$ cat src/rtl/mc_pkg.sv
// mc_pkg: shared constants for the multi-cycle controller.
//   state_t    - FSM state code, also exported on the STATE debug output
//   Op*/Fn*    - opcode and R-type funct field values
//   Alu*       - ALU_OP codes
//   SrcB*      - ALU_SRC_B operand selects
//   PcSrc*     - PC_SRC selects
package mc_pkg;

  typedef logic [3:0] state_t;

  localparam state_t StIf   = 4'd0;
  localparam state_t StId   = 4'd1;
  localparam state_t StExr  = 4'd2;
  localparam state_t StExi  = 4'd3;
  localparam state_t StAddr = 4'd4;
  localparam state_t StMrd  = 4'd5;
  localparam state_t StMwr  = 4'd6;
  localparam state_t StWbr  = 4'd7;
  localparam state_t StWbi  = 4'd8;
  localparam state_t StWbm  = 4'd9;
  localparam state_t StBr   = 4'd10;
  localparam state_t StJmp  = 4'd11;
  localparam state_t StErr  = 4'd12;

  localparam logic [5:0] OpRtype = 6'h00;
  localparam logic [5:0] OpJ     = 6'h02;
  localparam logic [5:0] OpBeq   = 6'h04;
  localparam logic [5:0] OpBne   = 6'h05;
  localparam logic [5:0] OpAddi  = 6'h08;
  localparam logic [5:0] OpAndi  = 6'h0C;
  localparam logic [5:0] OpOri   = 6'h0D;
  localparam logic [5:0] OpLw    = 6'h23;
  localparam logic [5:0] OpSw    = 6'h2B;

  localparam logic [5:0] FnAdd = 6'h20;
  localparam logic [5:0] FnSub = 6'h22;
  localparam logic [5:0] FnAnd = 6'h24;
  localparam logic [5:0] FnOr  = 6'h25;
  localparam logic [5:0] FnSlt = 6'h2A;

  localparam logic [3:0] AluAnd = 4'b0000;
  localparam logic [3:0] AluOr  = 4'b0001;
  localparam logic [3:0] AluAdd = 4'b0010;
  localparam logic [3:0] AluSub = 4'b0110;
  localparam logic [3:0] AluSlt = 4'b0111;

  localparam logic [1:0] SrcBReg    = 2'b00;
  localparam logic [1:0] SrcBFour   = 2'b01;
  localparam logic [1:0] SrcBImm    = 2'b10;
  localparam logic [1:0] SrcBImmSh2 = 2'b11;

  localparam logic [1:0] PcSrcAlu    = 2'b00;
  localparam logic [1:0] PcSrcAluOut = 2'b01;
  localparam logic [1:0] PcSrcJump   = 2'b10;

  // States that sit on the MEM_READY handshake and run the wait counter.
  function automatic logic is_wait_state(input state_t s);
    return (s == StIf) || (s == StMrd) || (s == StMwr);
  endfunction

endpackage

$ cat src/rtl/mc_alu_dec.sv
// mc_alu_dec: combinational ALU operation decode.
//   op_i     - instruction opcode
//   funct_i  - R-type funct field
//   alu_op_o - ALU operation code for the execute step of this instruction
//   ill_o    - opcode not supported, or R-type with an unsupported funct
// Optional feature macro: MC_CONTROL_BNE_EN (bne decodes as a subtract).
module mc_alu_dec
  import mc_pkg::*;
(
  input  logic [5:0] op_i,
  input  logic [5:0] funct_i,
  output logic [3:0] alu_op_o,
  output logic       ill_o
);

  always_comb begin
    alu_op_o = AluAdd;
    ill_o    = 1'b0;
    case (op_i)
      OpRtype: begin
        case (funct_i)
          FnAdd:   alu_op_o = AluAdd;
          FnSub:   alu_op_o = AluSub;
          FnAnd:   alu_op_o = AluAnd;
          FnOr:    alu_op_o = AluOr;
          FnSlt:   alu_op_o = AluSlt;
          default: ill_o    = 1'b1;
        endcase
      end
      OpAddi, OpLw, OpSw, OpJ: alu_op_o = AluAdd;
      OpAndi:                  alu_op_o = AluAnd;
      OpOri:                   alu_op_o = AluOr;
      OpBeq:                   alu_op_o = AluSub;
`ifdef MC_CONTROL_BNE_EN
      OpBne:                   alu_op_o = AluSub;
`endif
      default:                 ill_o    = 1'b1;
    endcase
  end

endmodule

$ cat src/rtl/mc_control.sv
// mc_control: multi-cycle processor control FSM with memory handshake timeout.
//   CLK, RST           - clock, asynchronous active-high reset
//   OP, FUNCT          - instruction register fields
//   ZERO               - ALU zero flag (branch condition)
//   MEM_READY          - memory handshake completion
//   PC_WE, IR_WE, REG_WE, MEM_RD, MEM_WR, IORD, REG_DST, MEM_TO_REG, ALU_SRC_A, EXT_S,
//   ALU_SRC_B, ALU_OP, PC_SRC - datapath controls
//   ILL                - one-cycle illegal instruction pulse
//   BUS_ERR            - sticky memory timeout flag (cleared only by RST)
//   STATE              - current FSM state (debug)
// Optional feature macro: MC_CONTROL_BNE_EN adds bne (OP=0x05, branch on ~ZERO).
module mc_control
  import mc_pkg::*;
#(
  parameter int unsigned MEM_TIMEOUT = 15
) (
  input  logic       CLK,
  input  logic       RST,
  input  logic [5:0] OP,
  input  logic [5:0] FUNCT,
  input  logic       ZERO,
  input  logic       MEM_READY,
  output logic       PC_WE,
  output logic       IR_WE,
  output logic       MEM_RD,
  output logic       MEM_WR,
  output logic       IORD,
  output logic       REG_WE,
  output logic       REG_DST,
  output logic       MEM_TO_REG,
  output logic       ALU_SRC_A,
  output logic       ILL,
  output logic       BUS_ERR,
  output logic       EXT_S,
  output logic [1:0] ALU_SRC_B,
  output logic [3:0] ALU_OP,
  output logic [1:0] PC_SRC,
  output logic [3:0] STATE
);

  // cnt_q holds the number of MEM_READY-low cycles already spent in the current wait
  // state, so it equals MEM_TIMEOUT-1 in the last cycle that may still succeed.
  localparam int unsigned    CntW    = (MEM_TIMEOUT > 1) ? $clog2(MEM_TIMEOUT) : 1;
  localparam logic [CntW-1:0] CntLast = CntW'(MEM_TIMEOUT - 1);

  state_t          state_q, state_d;
  logic [CntW-1:0] cnt_q, cnt_d;
  logic [3:0]      dec_alu_op;
  logic            dec_ill;
  logic            timeout;

  mc_alu_dec u_alu_dec (
    .op_i     (OP),
    .funct_i  (FUNCT),
    .alu_op_o (dec_alu_op),
    .ill_o    (dec_ill)
  );

  assign timeout = !MEM_READY && (cnt_q == CntLast);

  always_comb begin
    state_d = state_q;
    case (state_q)
      StIf: begin
        if (MEM_READY)    state_d = StId;
        else if (timeout) state_d = StErr;
      end
      StId: begin
        case (OP)
          OpRtype:               state_d = StExr;
          OpAddi, OpAndi, OpOri: state_d = StExi;
          OpLw, OpSw:            state_d = StAddr;
          OpBeq:                 state_d = StBr;
`ifdef MC_CONTROL_BNE_EN
          OpBne:                 state_d = StBr;
`endif
          OpJ:                   state_d = StJmp;
          default:               state_d = StIf;
        endcase
      end
      StExr:  state_d = dec_ill ? StIf : StWbr;
      StExi:  state_d = StWbi;
      StAddr: state_d = (OP == OpLw) ? StMrd : StMwr;
      StMrd: begin
        if (MEM_READY)    state_d = StWbm;
        else if (timeout) state_d = StErr;
      end
      StMwr: begin
        if (MEM_READY)    state_d = StIf;
        else if (timeout) state_d = StErr;
      end
      StWbr, StWbi, StWbm, StBr, StJmp: state_d = StIf;
      StErr:   state_d = StErr;
      default: state_d = StIf;
    endcase
  end

  // Any state change restarts the count, which covers every entry into a wait state.
  always_comb begin
    cnt_d = cnt_q;
    if (state_d != state_q) begin
      cnt_d = '0;
    end else if (is_wait_state(state_q)) begin
      cnt_d = cnt_q + CntW'(1);
    end
  end

  always_ff @(posedge CLK or posedge RST) begin
    if (RST) begin
      state_q <= StIf;
      cnt_q   <= '0;
    end else begin
      state_q <= state_d;
      cnt_q   <= cnt_d;
    end
  end

  always_comb begin
    PC_WE      = 1'b0;
    IR_WE      = 1'b0;
    MEM_RD     = 1'b0;
    MEM_WR     = 1'b0;
    IORD       = 1'b0;
    REG_WE     = 1'b0;
    REG_DST    = 1'b0;
    MEM_TO_REG = 1'b0;
    ALU_SRC_A  = 1'b0;
    ILL        = 1'b0;
    BUS_ERR    = 1'b0;
    EXT_S      = 1'b0;
    ALU_SRC_B  = SrcBReg;
    ALU_OP     = AluAdd;
    PC_SRC     = PcSrcAlu;
    // RST gates the outputs combinationally so nothing pulses while it is high.
    if (!RST) begin
      case (state_q)
        StIf: begin
          MEM_RD    = 1'b1;
          ALU_SRC_B = SrcBFour;
          IR_WE     = MEM_READY;
          PC_WE     = MEM_READY;
        end
        StId: begin
          ALU_SRC_B = SrcBImmSh2;
          EXT_S     = 1'b1;
          ILL       = (state_d == StIf);
        end
        StExr: begin
          ALU_SRC_A = 1'b1;
          ALU_OP    = dec_alu_op;
          ILL       = dec_ill;
        end
        StExi: begin
          ALU_SRC_A = 1'b1;
          ALU_SRC_B = SrcBImm;
          ALU_OP    = dec_alu_op;
          EXT_S     = (OP == OpAddi);
        end
        StAddr: begin
          ALU_SRC_A = 1'b1;
          ALU_SRC_B = SrcBImm;
          ALU_OP    = dec_alu_op;
          EXT_S     = 1'b1;
        end
        StMrd: begin
          MEM_RD = 1'b1;
          IORD   = 1'b1;
        end
        StMwr: begin
          MEM_WR = 1'b1;
          IORD   = 1'b1;
        end
        StWbr: begin
          REG_WE  = 1'b1;
          REG_DST = 1'b1;
        end
        StWbi: REG_WE = 1'b1;
        StWbm: begin
          REG_WE     = 1'b1;
          MEM_TO_REG = 1'b1;
        end
        StBr: begin
          ALU_SRC_A = 1'b1;
          ALU_OP    = AluSub;
          PC_SRC    = PcSrcAluOut;
`ifdef MC_CONTROL_BNE_EN
          PC_WE     = (OP == OpBne) ? !ZERO : ZERO;
`else
          PC_WE     = ZERO;
`endif
        end
        StJmp: begin
          PC_SRC = PcSrcJump;
          PC_WE  = 1'b1;
        end
        StErr:   BUS_ERR = 1'b1;
        default: ;
      endcase
    end
  end

  assign STATE = state_q;

endmodule

$ cat config.mk
export PLATFORM = sky130hd
export DESIGN_NAME = mc_control
export DESIGN_NICKNAME = d
export VERILOG_FILES = /design/src/rtl/mc_pkg.sv /design/src/rtl/mc_alu_dec.sv /design/src/rtl/mc_control.sv
export SDC_FILE = /design/constraint.sdc
export NUM_CORES = 1
export LEC_CHECK = 0
export ABC_AREA = 1
export BUFFER_PORTS_ARGS = -buffer_cell sky130_fd_sc_hd__clkbuf_2
export CORE_MARGIN = 2
export CORE_UTILIZATION = 55
export DETAILED_ROUTE_END_ITERATION = 10
export PLACE_DENSITY = 0.94
export SLEW_MARGIN = 20
export SYNTH_ARGS = -nofsm -noshare
export SYNTH_HDL_FRONTEND = slang
export SYNTH_HIERARCHICAL = 1
export SYNTH_SLANG_ARGS = --single-unit
$ cat constraint.sdc
create_clock -name CLK -period 5.6 [get_ports CLK]
set_input_delay 1.68 -clock CLK [delete_from_list [all_inputs] [get_ports CLK]]
set_output_delay 1.68 -clock CLK [all_outputs]
set_load 0.05 [all_outputs]
==> results <==
- The share of synthesized cell area in and, or, nand and nor gates is 60.7%.
- The aggregate global routing overflow is 0.
- The library cell appearing most often on the critical path is sky130_fd_sc_hd__nand2_2.
- Summing the sequential cell areas from Yosys gives 15.9% of the chip area.
- The number of pins with negative max-slew slack in the final report is 0.
- After detailed routing, the number of remaining DRC violations is 0.
- Traced cell by cell, the critical path runs through clkbuf_2 -> nor2_4 -> nand2_2 -> nor2_4 -> nand3_1 -> nand2_1 -> nand3b_2 -> nand2_2 -> nor2_2 -> nand2_2 -> nor2_1 -> nand3b_1 -> a21oi_1 -> clkbuf_2.
- In this run, synthesis produced a sequential element count of 8.
- After Yosys synthesis, XOR and XNOR cells account for 2.08% of the synthesized area.
- The initial antenna violation count is 0.
- The classification of the worst setup path is in2out.
- Across every metal layer, demand over resource in global routing totals 27.1%.
- The max-cap violation count is 0.
- The maximum ir drop on the vdd rail is 350 uV.
- Setup repair after global routing left no endpoint under its margin.
- After synthesis, the largest area contributor takes up 15.9% of total cell area.
- After synthesis, the share of cell area in mux cells is 0%.
- The synthesized-area fraction occupied by ao, oa, aoi and oai cells is 6.14%.
- The core area is 2190 sq um.
- Compared with the post-synthesis result, the final layout area differs by 17.2%.
- Measured along the y axis, the die boundary spans 51.9 microns.
- Global routing consumed, on the met1 layer, 36.0% of the routing resources.
- For the final routed database, the setup TNS stands at 0 ns.
- The final-stage net count is 275.
- The post-synth net total is 236.
- The arrival time of the worst setup path is 3.40 ns.
- Cells fill 67.6% of the core in the end.
- Global routing used 4.89% of the available met3 tracks.
- The number of clock sinks is 8.
- Summed over all nets, the half-perimeter wirelength after detailed placement is 2.50 mm.
- The distinct cell type count of the synthesized netlist is 28.
- The number of fillers in the final layout is 186.
- For the finished layout, the period the worst path requires is 5.08 ns.
- The number of global-route vias before repair is 1313.
- The clock latency at the later pin of the worst-skew pair is 0.26 ns.
- The floorplan has 17 rows.
- Power spread over the standard cell area amounts to 465 nW/um^2.
- Yosys attributes the largest share of cell area to sky130_fd_sc_hd__dfrtp_1 16%, sky130_fd_sc_hd__nand2_1 15%, sky130_fd_sc_hd__nor2_1 11%, sky130_fd_sc_hd__nand3_1 9.5%, sky130_fd_sc_hd__inv_1 8.0%.
- The most common cell after layout, fill and taps aside is sky130_fd_sc_hd__nand2_1.
- The count of cells resized by post-cts repair is 0.
- The top-level port count is 40.
- The average detailed-routed wire length per instance is 10.9 microns.
- sky130_fd_sc_hd__dfrtp_1 takes more of the synthesized area than any other cell.
- The sort of element at the end of the critical path is an output pin.
- The run finished with clean final reports.
- The adder-cell area share of the yosys netlist is 1.98%.
- The count of vias placed by the detailed router is 1469.
- The combinational family with the most area after synthesis is simple AND/OR/NAND/NOR gates.
- The leakage power is 0.865 nW.
- The post-detailed-route count of antenna-violating nets is 0.
- The final count of hold timing violations is 0.
- The worst hold path belongs to the class reg2reg.
- The number of antenna diodes in the final layout is 0.
- The worst setup path is launched from an input port.
- The pre-antenna-repair detailed-routing pass consisted of 5 iterations.
- At the end of routability-driven placement, the weighted congestion stood at 0.977.
- The count of H-tree levels built during CTS is 1.
- Leaving out fill and tap cells, the most frequent cells in the layout are 49 x sky130_fd_sc_hd__nand2_1, 38 x sky130_fd_sc_hd__clkbuf_2, 37 x sky130_fd_sc_hd__nor2_1.
- The highest-delay cell along the critical path is sky130_fd_sc_hd__clkbuf_2.
- The global-route wire length before repair is 5.58 mm.
- After clock tree synthesis, the clock-pin slew on the worst setup and hold paths is 0.05 ns.
- The port buffer count is 38.
- In this run the post-CTS setup repair buffer count came out at 0.
- Dividing the detail-routed via count by the number of cells gives 5.19.
- The TritonCTS clock tree is yes.
- On the worst path, the slowest cell contributes a delay of 0.29 ns.
- In the final layout, the share of cells above drive strength 1 is 30.6%.
- The floorplan step set the die width to 51.9 microns.
- The largest net degree at the start of global routing is 13.
- The mean instance size in the synthesized netlist is 5.79 sq um.
- The die covers 2690 sq um.
- In this run the worst path has a maximum fanout of 9.
- The violation count after the first detailed-route iteration is 74.
- At the pin with the least slew margin, the transition time is 0.874 ns.
- The final count of negative-setup-slack endpoints is 0.
- The cell area after technology mapping is 1260 sq um.
- The total routed wirelength is 3.09 mm.
- The global-route layer with the greatest usage is met2.
- The number of cells produced by synthesis is 218.
- The met2 demand-to-capacity share in global routing is 43.9%.
- The effective utilization at floorplan is 57.6%.
- Clock skew on the completed layout was measured at 0.0111 ns.
- Of the available clock period, the critical path in the final layout requires 90.7%.
- The Yosys step of the flow raised 6 warnings.
- The root buffer cell is sky130_fd_sc_hd__clkbuf_4.
- The number of hold buffers added after CTS was 0.
- No sink is reached through more buffers than the 2 on the longest clock path.
- The maximum operating frequency is 197 MHz.
- In this run the tightest slew margin relative to its limit is 41.5%.
- Buffers inserted during clock tree synthesis total 3.
- For the worst setup path, the data required time is 3.92 ns.
worst max-delay path: cells and delay by family:
kind	cells	cell delay, ns
and+or+nand+nor	11	1.11
buffers and inverters	2	0.45
AOI/OAI and AO/OA	1	0.14
metrics by stage:
step	instances	hold slack, ns	power [mW]	area [sq um]	setup WS, ns
floorplan	218	0.519	0.537	1260	0.500
global placement	280	0.537	0.626	1460	0.625
detailed placement	280	0.571	0.633	1460	0.544
CTS	283	0.587	0.686	1480	0.538
global route	283	0.632	0.755	1480	0.338
finish	283	0.586	0.688	1480	0.518
power by group:
| part | switching (mW) | internal, mW |
|---|---|---|
| Sequential | 0.0395 | 0.0759 |
| Clock | 0.0216 | 0.0247 |
| Combinational | 0.391 | 0.135 |
| Total | 0.452 | 0.236 |
worst paths after layout:
path	startpoint	to	slack, ns	cells after the start
hold / removal	cnt_q[2]	cnt_q[2]	0.59	2
setup reg to reg	STATE[2]	cnt_q[3]	3.80	10
max in group asynchronous	RST	STATE[3]	3.76	2
min in group asynchronous	RST	STATE[2]	1.53	2
setup / recovery	OP[0]	ILL	0.52	14
hold reg to reg	cnt_q[2]	cnt_q[2]	0.59	2
synth_stat cells, drive strengths merged:
cell type,instances
conb,1
nand4,6
buf,3
ha,2
o21a,1
nand3b,4
nand3,29
dfrtp,8
o21bai,1
nor3,4
nand2,58
nor2,50
inv,35
o21ai,3
o211ai,1
a21oi,8
clkbuf,1
xor2,3
state kept, by name, summed over array words and instances, names as in the netlist:
signal	cells
cnt_q	4
STATE	4
kinds of logic (layout without fill, tap and decap cells):
| kind of cell | after synthesis | count (layout) |
|---|---|---|
| other | 1 | 1 |
| DFF | 8 | 8 |
| adders and majority gates | 2 | 2 |
| xor gates and xnor gates | 3 | 3 |
| AOI/OAI and AO/OA | 14 | 14 |
| and+or+nand+nor | 151 | 151 |
| buffers and inverters | 39 | 76 |
cell type report:
| class | instances | area [sq um] | area share (%) |
|---|---|---|---|
| Clock buffer | 3 | 22.5 | 1.52 |
| Timing Repair Buffer | 38 | 190 | 12.8 |
| Inverter | 35 | 134 | 9.04 |
| Sequential cell | 8 | 200 | 13.5 |
| Multi-Input combinational cell | 171 | 898 | 60.7 |
| Tap cell | 28 | 35.0 | 2.37 |
per-layer routing:
metal	up-vias	part of all wire [%]
met5	-	0
met4	0	1.3
met3	6	8.6
met2	67	46
met1	630	44
li1	766	-
Power figures use the tool's default switching activity.
